<file path="src/rtl/uart_ctrl_if.sv">
// uart_ctrl_if: peripheral-side byte port plus serial lines of uart_ctrl.
// master = peripheral/line driver, slave = the controller.
interface uart_ctrl_if;
  logic [7:0] tx_data;
  logic       tx_en;
  logic       tx_status;
  logic [7:0] rx_data;
  logic       rx_eff;
  logic       rx_read;
  logic       uart_tx;
  logic       uart_rx;

  modport master (
    output tx_data, tx_en, rx_read, uart_rx,
    input  tx_status, rx_data, rx_eff, uart_tx
  );

  modport slave (
    input  tx_data, tx_en, rx_read, uart_rx,
    output tx_status, rx_data, rx_eff, uart_tx
  );
endinterface

</file>
<file path="src/rtl/uart_ctrl.sv">
// uart_ctrl: 8-N-1 byte UART with shared 16x baud tick.
// Define UART_PARITY_EN for 8-E-1 framing on both TX and RX.
module uart_ctrl #(
  parameter int unsigned DIVISOR = 27
) (
  input logic        clk,
  input logic        reset,
  uart_ctrl_if.slave bus
);

  typedef enum logic [2:0] {
    IDLE,
    START,
    DATA,
`ifdef UART_PARITY_EN
    PARITY,
`endif
    STOP
  } st_t;

  logic [15:0] bcnt;
  logic        tick;

  assign tick = (bcnt == 16'(DIVISOR - 1));

  always_ff @(posedge clk or negedge reset) begin
    if (!reset)    bcnt <= '0;
    else if (tick) bcnt <= '0;
    else           bcnt <= bcnt + 16'd1;
  end

  logic       en_q, en_qq, rise;
  st_t        tx_st, tx_nx;
  logic [3:0] tx_tc, tx_tc_n;
  logic [2:0] tx_bi, tx_bi_n;
  logic [7:0] tx_sh, tx_sh_n;
  logic       tx_ln, tx_ln_n;
  logic       tx_rdy, tx_rdy_n;

  assign rise = en_q & ~en_qq;

  always_ff @(posedge clk or negedge reset) begin
    if (!reset) begin
      en_q   <= 1'b0;
      en_qq  <= 1'b0;
      tx_st  <= IDLE;
      tx_tc  <= '0;
      tx_bi  <= '0;
      tx_sh  <= '0;
      tx_ln  <= 1'b1;
      tx_rdy <= 1'b1;
    end else begin
      en_q   <= bus.tx_en;
      en_qq  <= en_q;
      tx_st  <= tx_nx;
      tx_tc  <= tx_tc_n;
      tx_bi  <= tx_bi_n;
      tx_sh  <= tx_sh_n;
      tx_ln  <= tx_ln_n;
      tx_rdy <= tx_rdy_n;
    end
  end

  // The line register is refreshed on every tick, so it trails
  // the state by one tick and each level spans exactly 16 ticks.
  always_comb begin
    tx_nx    = tx_st;
    tx_tc_n  = tx_tc;
    tx_bi_n  = tx_bi;
    tx_sh_n  = tx_sh;
    tx_ln_n  = tx_ln;
    tx_rdy_n = tx_rdy;
    if (tx_st == IDLE) begin
      tx_ln_n = 1'b1;
      if (rise) begin
        tx_nx    = START;
        tx_sh_n  = bus.tx_data;
        tx_bi_n  = '0;
        tx_tc_n  = '0;
        tx_rdy_n = 1'b0;
      end
    end else if (tick) begin
      tx_tc_n = tx_tc + 4'd1;
      case (tx_st)
        START:   tx_ln_n = 1'b0;
        DATA:    tx_ln_n = tx_sh[tx_bi];
`ifdef UART_PARITY_EN
        PARITY:  tx_ln_n = ^tx_sh;
`endif
        default: tx_ln_n = 1'b1;
      endcase
      if (tx_tc == 4'd15) begin
        case (tx_st)
          START: tx_nx = DATA;
          DATA: begin
            if (tx_bi == 3'd7) begin
`ifdef UART_PARITY_EN
              tx_nx = PARITY;
`else
              tx_nx = STOP;
`endif
            end else begin
              tx_bi_n = tx_bi + 3'd1;
            end
          end
`ifdef UART_PARITY_EN
          PARITY: tx_nx = STOP;
`endif
          default: begin
            tx_nx    = IDLE;
            tx_rdy_n = 1'b1;
          end
        endcase
      end
    end
  end

  logic       s1, s2;
  st_t        rx_st, rx_nx;
  logic [3:0] rx_tc, rx_tc_n;
  logic [2:0] rx_bi, rx_bi_n;
  logic [7:0] rx_sh, rx_sh_n;
  logic [7:0] rdata;
  logic       reff, commit, par_ok;

`ifdef UART_PARITY_EN
  logic pb, pb_n;
  always_ff @(posedge clk or negedge reset) begin
    if (!reset) pb <= 1'b0;
    else        pb <= pb_n;
  end
  assign par_ok = ~(^{rx_sh, pb});
`else
  assign par_ok = 1'b1;
`endif

  always_ff @(posedge clk or negedge reset) begin
    if (!reset) begin
      s1    <= 1'b1;
      s2    <= 1'b1;
      rx_st <= IDLE;
      rx_tc <= '0;
      rx_bi <= '0;
      rx_sh <= '0;
      rdata <= '0;
      reff  <= 1'b0;
    end else begin
      s1    <= bus.uart_rx;
      s2    <= s1;
      rx_st <= rx_nx;
      rx_tc <= rx_tc_n;
      rx_bi <= rx_bi_n;
      rx_sh <= rx_sh_n;
      if (commit) begin
        rdata <= rx_sh;
        reff  <= 1'b1;
      end else if (bus.rx_read) begin
        reff  <= 1'b0;
      end
    end
  end

  always_comb begin
    rx_nx   = rx_st;
    rx_tc_n = rx_tc;
    rx_bi_n = rx_bi;
    rx_sh_n = rx_sh;
    commit  = 1'b0;
`ifdef UART_PARITY_EN
    pb_n    = pb;
`endif
    if (tick) begin
      rx_tc_n = rx_tc + 4'd1;
      case (rx_st)
        IDLE: begin
          rx_tc_n = '0;
          if (!s2) rx_nx = START;
        end
        START: begin
          if (rx_tc == 4'd7) begin
            rx_tc_n = '0;
            rx_bi_n = '0;
            rx_nx   = s2 ? IDLE : DATA;
          end
        end
        DATA: begin
          if (rx_tc == 4'd15) begin
            rx_sh_n = {s2, rx_sh[7:1]};
            if (rx_bi == 3'd7) begin
`ifdef UART_PARITY_EN
              rx_nx = PARITY;
`else
              rx_nx = STOP;
`endif
            end else begin
              rx_bi_n = rx_bi + 3'd1;
            end
          end
        end
`ifdef UART_PARITY_EN
        PARITY: begin
          if (rx_tc == 4'd15) begin
            pb_n  = s2;
            rx_nx = STOP;
          end
        end
`endif
        default: begin
          if (rx_tc == 4'd15) begin
            rx_nx  = IDLE;
            commit = s2 & par_ok;
          end
        end
      endcase
    end
  end

  assign bus.uart_tx   = tx_ln;
  assign bus.tx_status = tx_rdy;
  assign bus.rx_data   = rdata;
  assign bus.rx_eff    = reff;

endmodule

</file>
<file path="src/flat_wrapper.sv">
// flat-port wrapper written by rule: the top's interface ports become plain ports
module uart_ctrl_flat 
#(
  parameter int unsigned DIVISOR = 27
)
  (clk, reset, bus_tx_data, bus_tx_en, bus_rx_read, bus_uart_rx, bus_tx_status, bus_rx_data, bus_rx_eff, bus_uart_tx);
  uart_ctrl_if bus_i ();
  input logic clk;
  input logic reset;
  input wire logic [$bits(bus_i.tx_data)-1:0] bus_tx_data;
  input wire logic [$bits(bus_i.tx_en)-1:0] bus_tx_en;
  input wire logic [$bits(bus_i.rx_read)-1:0] bus_rx_read;
  input wire logic [$bits(bus_i.uart_rx)-1:0] bus_uart_rx;
  output wire logic [$bits(bus_i.tx_status)-1:0] bus_tx_status;
  output wire logic [$bits(bus_i.rx_data)-1:0] bus_rx_data;
  output wire logic [$bits(bus_i.rx_eff)-1:0] bus_rx_eff;
  output wire logic [$bits(bus_i.uart_tx)-1:0] bus_uart_tx;
  assign bus_i.tx_data = bus_tx_data;
  assign bus_i.tx_en = bus_tx_en;
  assign bus_i.rx_read = bus_rx_read;
  assign bus_i.uart_rx = bus_uart_rx;
  assign bus_tx_status = bus_i.tx_status;
  assign bus_rx_data = bus_i.rx_data;
  assign bus_rx_eff = bus_i.rx_eff;
  assign bus_uart_tx = bus_i.uart_tx;
  uart_ctrl #(.DIVISOR(DIVISOR)) u_core (.clk(clk), .reset(reset), .bus(bus_i));
endmodule
</file>
<file path="config.mk">
export PLATFORM = sky130hd
export DESIGN_NAME = uart_ctrl_flat
export DESIGN_NICKNAME = d
export VERILOG_FILES = /design/src/rtl/uart_ctrl_if.sv /design/src/rtl/uart_ctrl.sv /design/src/flat_wrapper.sv
export SDC_FILE = /design/constraint.sdc
export NUM_CORES = 1
export LEC_CHECK = 0
export BUFFER_PORTS_ARGS = -buffer_cell sky130_fd_sc_hd__buf_2
export CORE_AREA = 2 2 106 108
export DETAILED_ROUTE_END_ITERATION = 7
export DIE_AREA = 0 0 108 110
export SLEW_MARGIN = 20
export SYNTH_ARGS = -nofsm -noshare
export SYNTH_HDL_FRONTEND = slang
export SYNTH_SLANG_ARGS = --single-unit
</file>
<file path="constraint.sdc">
create_clock -name clk -period 2.4 [get_ports clk]
set_input_delay 0.24 -clock clk [delete_from_list [all_inputs] [get_ports clk]]
set_output_delay 0.24 -clock clk [all_outputs]
set_load 0.005 [all_outputs]
</file>
==> metrics.md <==
| Metric | Value |
|---|---|
| Syn Nets | `between 200 and 300` |
| FMAX | `459 MHz` |
| CP Cell Sequence | `inv_1, ha_1, nor4b_4, nand4_2, or3b_1, mux2_4` |
| Post-Synth XOR/XNOR Area | `4.76%` |
| Antenna Nets Post-Route | `0` |
| Detailed placement HPWL | `roughly 3.8 mm` |
| Worst EP arrival | `~2.4 ns` |
| Startpoint Class | `flip-flop` |
| Wire length of the first global-routing pass | `about 9.7 mm` |
| Synth warnings | `0` |
| Worst Setup Slack, final | `approximately 0.22 ns` |
| Non-filler cells, final | `roughly 450` |
| Simple-Gate Fraction of Synth Area | `17.6%` |
| DRC | `0` |
| Lkg Pwr | `1.70 nW` |
| Maximum number of pins on one net before global-route repair | `66` |
| Post-synthesis mux area share | `9.81%` |
| H-tree levels | `3` |
| Largest cells by area after synthesis | `dfrtp_1 49%, ha_1 4.8%, nand2_1 4.4%` |
| First-pass iteration count of the detailed router | `4` |
| Clk_lat worst skew | `0.35 ns` |
| Number of global-route vias before repair | `1987` |
| Compound-cell area share of the yosys netlist | `7.77%` |
| Status | `finished, final reports clean` |
| WP data required | `2.63 ns` |
| Critical Path Source | `u_core.bcnt[0]` |
| Number of synthesized flops with an enable pin | `0` |
| Layer carrying the most global-route usage | `met2` |
| Post-synthesis sequential area ratio | `52.2%` |
| Routed wire per std cell | `roughly 12 um` |
| Initial drt markers | `between 50 and 60` |
| Largest area contributor in the netlist | `dfrtp_1` |
| Die X-Extent | `108 um` |
| Cells after DPL | `between 400 and 500` |
| Core Box Area | `10700 sq um` |
| Nets@finish | `328` |
| Total Routing Usage GR | `a little over a tenth` |
| Setup_tns | `0 ns` |
| Predominant post-synthesis flop cell | `dfrtp_1` |
| GRT met1 Usage | `between 10% and 20%` |
| Worst r2r src | `u_core.bcnt[0]` |
| Crit path max fanout | `8` |
| CTS clk-pin slew, worst paths | `0.07 ns` |
| Crit-path max cell delay | `0.62 ns` |
| Synth unique cells | `50` |
| M3 GR Usage | `between 4 and 5%` |
| Setup Skew | `0.00696 ns` |
| Slew Limit Headroom | `45.2%` |
| Worst setup path class | `flip-flop to flip-flop` |
| Dpl ws | `between 0.2 and 0.25 ns` |
| Grt met2 use | `15.4%` |
| Family with the most delay on the worst path | `simple AND/OR/NAND/NOR gates` |
| Slew Limit Fails | `0` |
| Max Cap Viol | `0` |
| Final Power | `2.48 mW` |
| Layout cells sized above 1 | `25.4%` |
| Post-Route WL | `5.55 mm` |
| Main combinational cell family by area after synthesis | `simple AND/OR/NAND/NOR gates` |
| Synth top area share | `48.8%` |
| IO Pins | `24` |
| Hold bufs inserted after CTS | `2` |
| Die height | `110 um` |
| Final worst path period share | `90.8%` |
| Syn avg cell area | `between 10 and 15 sq um` |
| Die ar. | `around 12000 sq um` |
| Cell Rows | `38` |
| Final core occ | `33.7%` |
| FF+latch count, synth | `65` |
| # diodes | `0` |
| Initial Util | `29.2%` |
| Slowest cell on the critical path | `or3b_1` |
| Avg Vias per Cell | `4.53` |
| Cts bufs inserted | `9` |
| Ys async rst share | `100%` |
| CP Buf/Inv Count | `1` |
| Hold Path Class | `input port to async pin` |
| Area Growth Syn to Fin | `15.3%` |
| RSZ-0062 raised after global routing | `no` |
| Maximum root-to-sink buffer count | `2` |
| Most common cell in the netlist | `dfrtp_1` |
| Post-cts sizing count | `0` |
| Max VDD drop | `0.370 mV` |
| DR vias | `2024` |
| CTS sink count | `65` |
| CTS tree | `done` |
| Post-Syn Area | `3130 sq um` |
| Setup Buffers After CTS | `0` |
| Worst setup EP type | `flip-flop` |
| Antenna violations before repair | `0` |
| Routability congestion estimate | `0.752` |
| Clock Tree Root | `clkbuf_8` |
| Global route overflow | `0` |
| IO buf count | `23` |
| Worst-Margin Slew | `0.822 ns` |
| Gate Count Post-Synth | `271` |
| Final Hold Violating Endpoints | `0` |
| Synth top cells by count | `61 x dfrtp_1, 37 x nand2_1, 17 x nor2_1` |
| Final min period | `2.18 ns` |
| Adder-Cell Fraction of Synth Area | `4.80%` |
| Power Density | `687 nW/um^2` |
| Final setup violation count | `0` |
-- power breakdown --
part / switching [mW] / internal, mW / leakage, nW / total [mW]
combinational: 0.178 / 0.148 / 0.755 / 0.326
clock: 0.407 / 0.469 / 0.0929 / 0.876
sequential: 0.0673 / 1.21 / 0.850 / 1.27
-- worst paths after layout --
path / endpoint / slack (ns) / cells past startpoint
worst min-delay path: u_core.bcnt[9] / 0.06 / 2
min in group clk: u_core.tx_sh[5] / 0.08 / 3
worst max-delay path: u_core.rx_sh[2] / 0.22 / 6
max in group asynchronous: u_core.rx_tc[1] / 1.78 / 2
worst min register to register: u_core.s2 / 0.37 / 0
worst max register to register: u_core.rx_sh[2] / 0.22 / 6
-- cell type report --
type,count,area [sq um]
clock buffer,11,131
clock inverter,4,45.0
fill,1089,7090
inverter,11,41.3
multi-input combinational,185,1400
sequential,65,1630
tap,140,175
timing repair buffer,31,180
-- layout by cell type (no fill, tap or decap), types with 3 or more instances in the layout --
master    synthesis  final
buf_2             1     23
nor3b_1           3      3
nor3_1            5      5
o21ai_0          10     10
o31ai_1           4      4
buf_4             0      6
xnor2_1           7      7
o211ai_1          4      4
mux2i_1           4      4
dfrtp_1          61     61
nor2_1           17     17
dfstp_2           4      4
nand3_1           8      8
nand4_1           5      5
ha_1             12     12
xor2_1           10     10
a21oi_1           4      4
clkbuf_8          0      9
mux2_2            9      9
nand2_1          37     37
inv_1            11     11
clkinv_2          0      3
mux2_4            8      8
-- worst register-to-register path, delay by kind of cell (launching register included) --
kind / cells / cell delay, ns
adders and majority gates: 1 / 0.14
and+or+nand+nor: 3 / 1.07
DFF: 1 / 0.42
buffers and inverters: 1 / 0.07
muxes: 1 / 0.37
-- metrics by stage --
step	hold slack (ns)	instance area [sq um]
floorplan	-0.0556	3130
global placement	0.348	3410
detailed placement	0.355	3410
CTS	0.0514	3600
global route	0.0694	3600
finish	0.0573	3600
-- logic make-up after synthesis --
kind of cell	after synthesis
AO/OA/AOI/OAI	35
AND/OR/NAND/NOR	98
XOR/XNOR	17
buffers and inverters	21
flip-flops	65
adder cells (fa/ha/maj)	12
multiplexers	23
-- routing by layer --
layer,routed length (um),vias to the layer above
li1,-,1017
met1,2810,964
met2,2380,33
met3,249,10
met4,100,0
met5,0,-
-- flip-flops by register name (all words and copies together), names as in the netlist --
| register | count |
|---|---|
| u_core.rx_bi | 3 |
| u_core.bus.rx_eff | 1 |
| u_core.rx_tc | 4 |
| u_core.bcnt | 16 |
| u_core.tx_bi | 3 |
| u_core.s1 | 1 |
| u_core.bus.uart_tx | 1 |
| u_core.tx_tc | 4 |
| u_core.rx_sh | 8 |
| u_core.s2 | 1 |
| u_core.tx_st | 2 |
| u_core.bus.tx_status | 1 |
| u_core.bus.rx_data | 8 |
| u_core.tx_sh | 8 |
| u_core.rx_st | 2 |
| u_core.en_q | 1 |
| u_core.en_qq | 1 |
No activity file was read; power rests on OpenSTA's default activity.
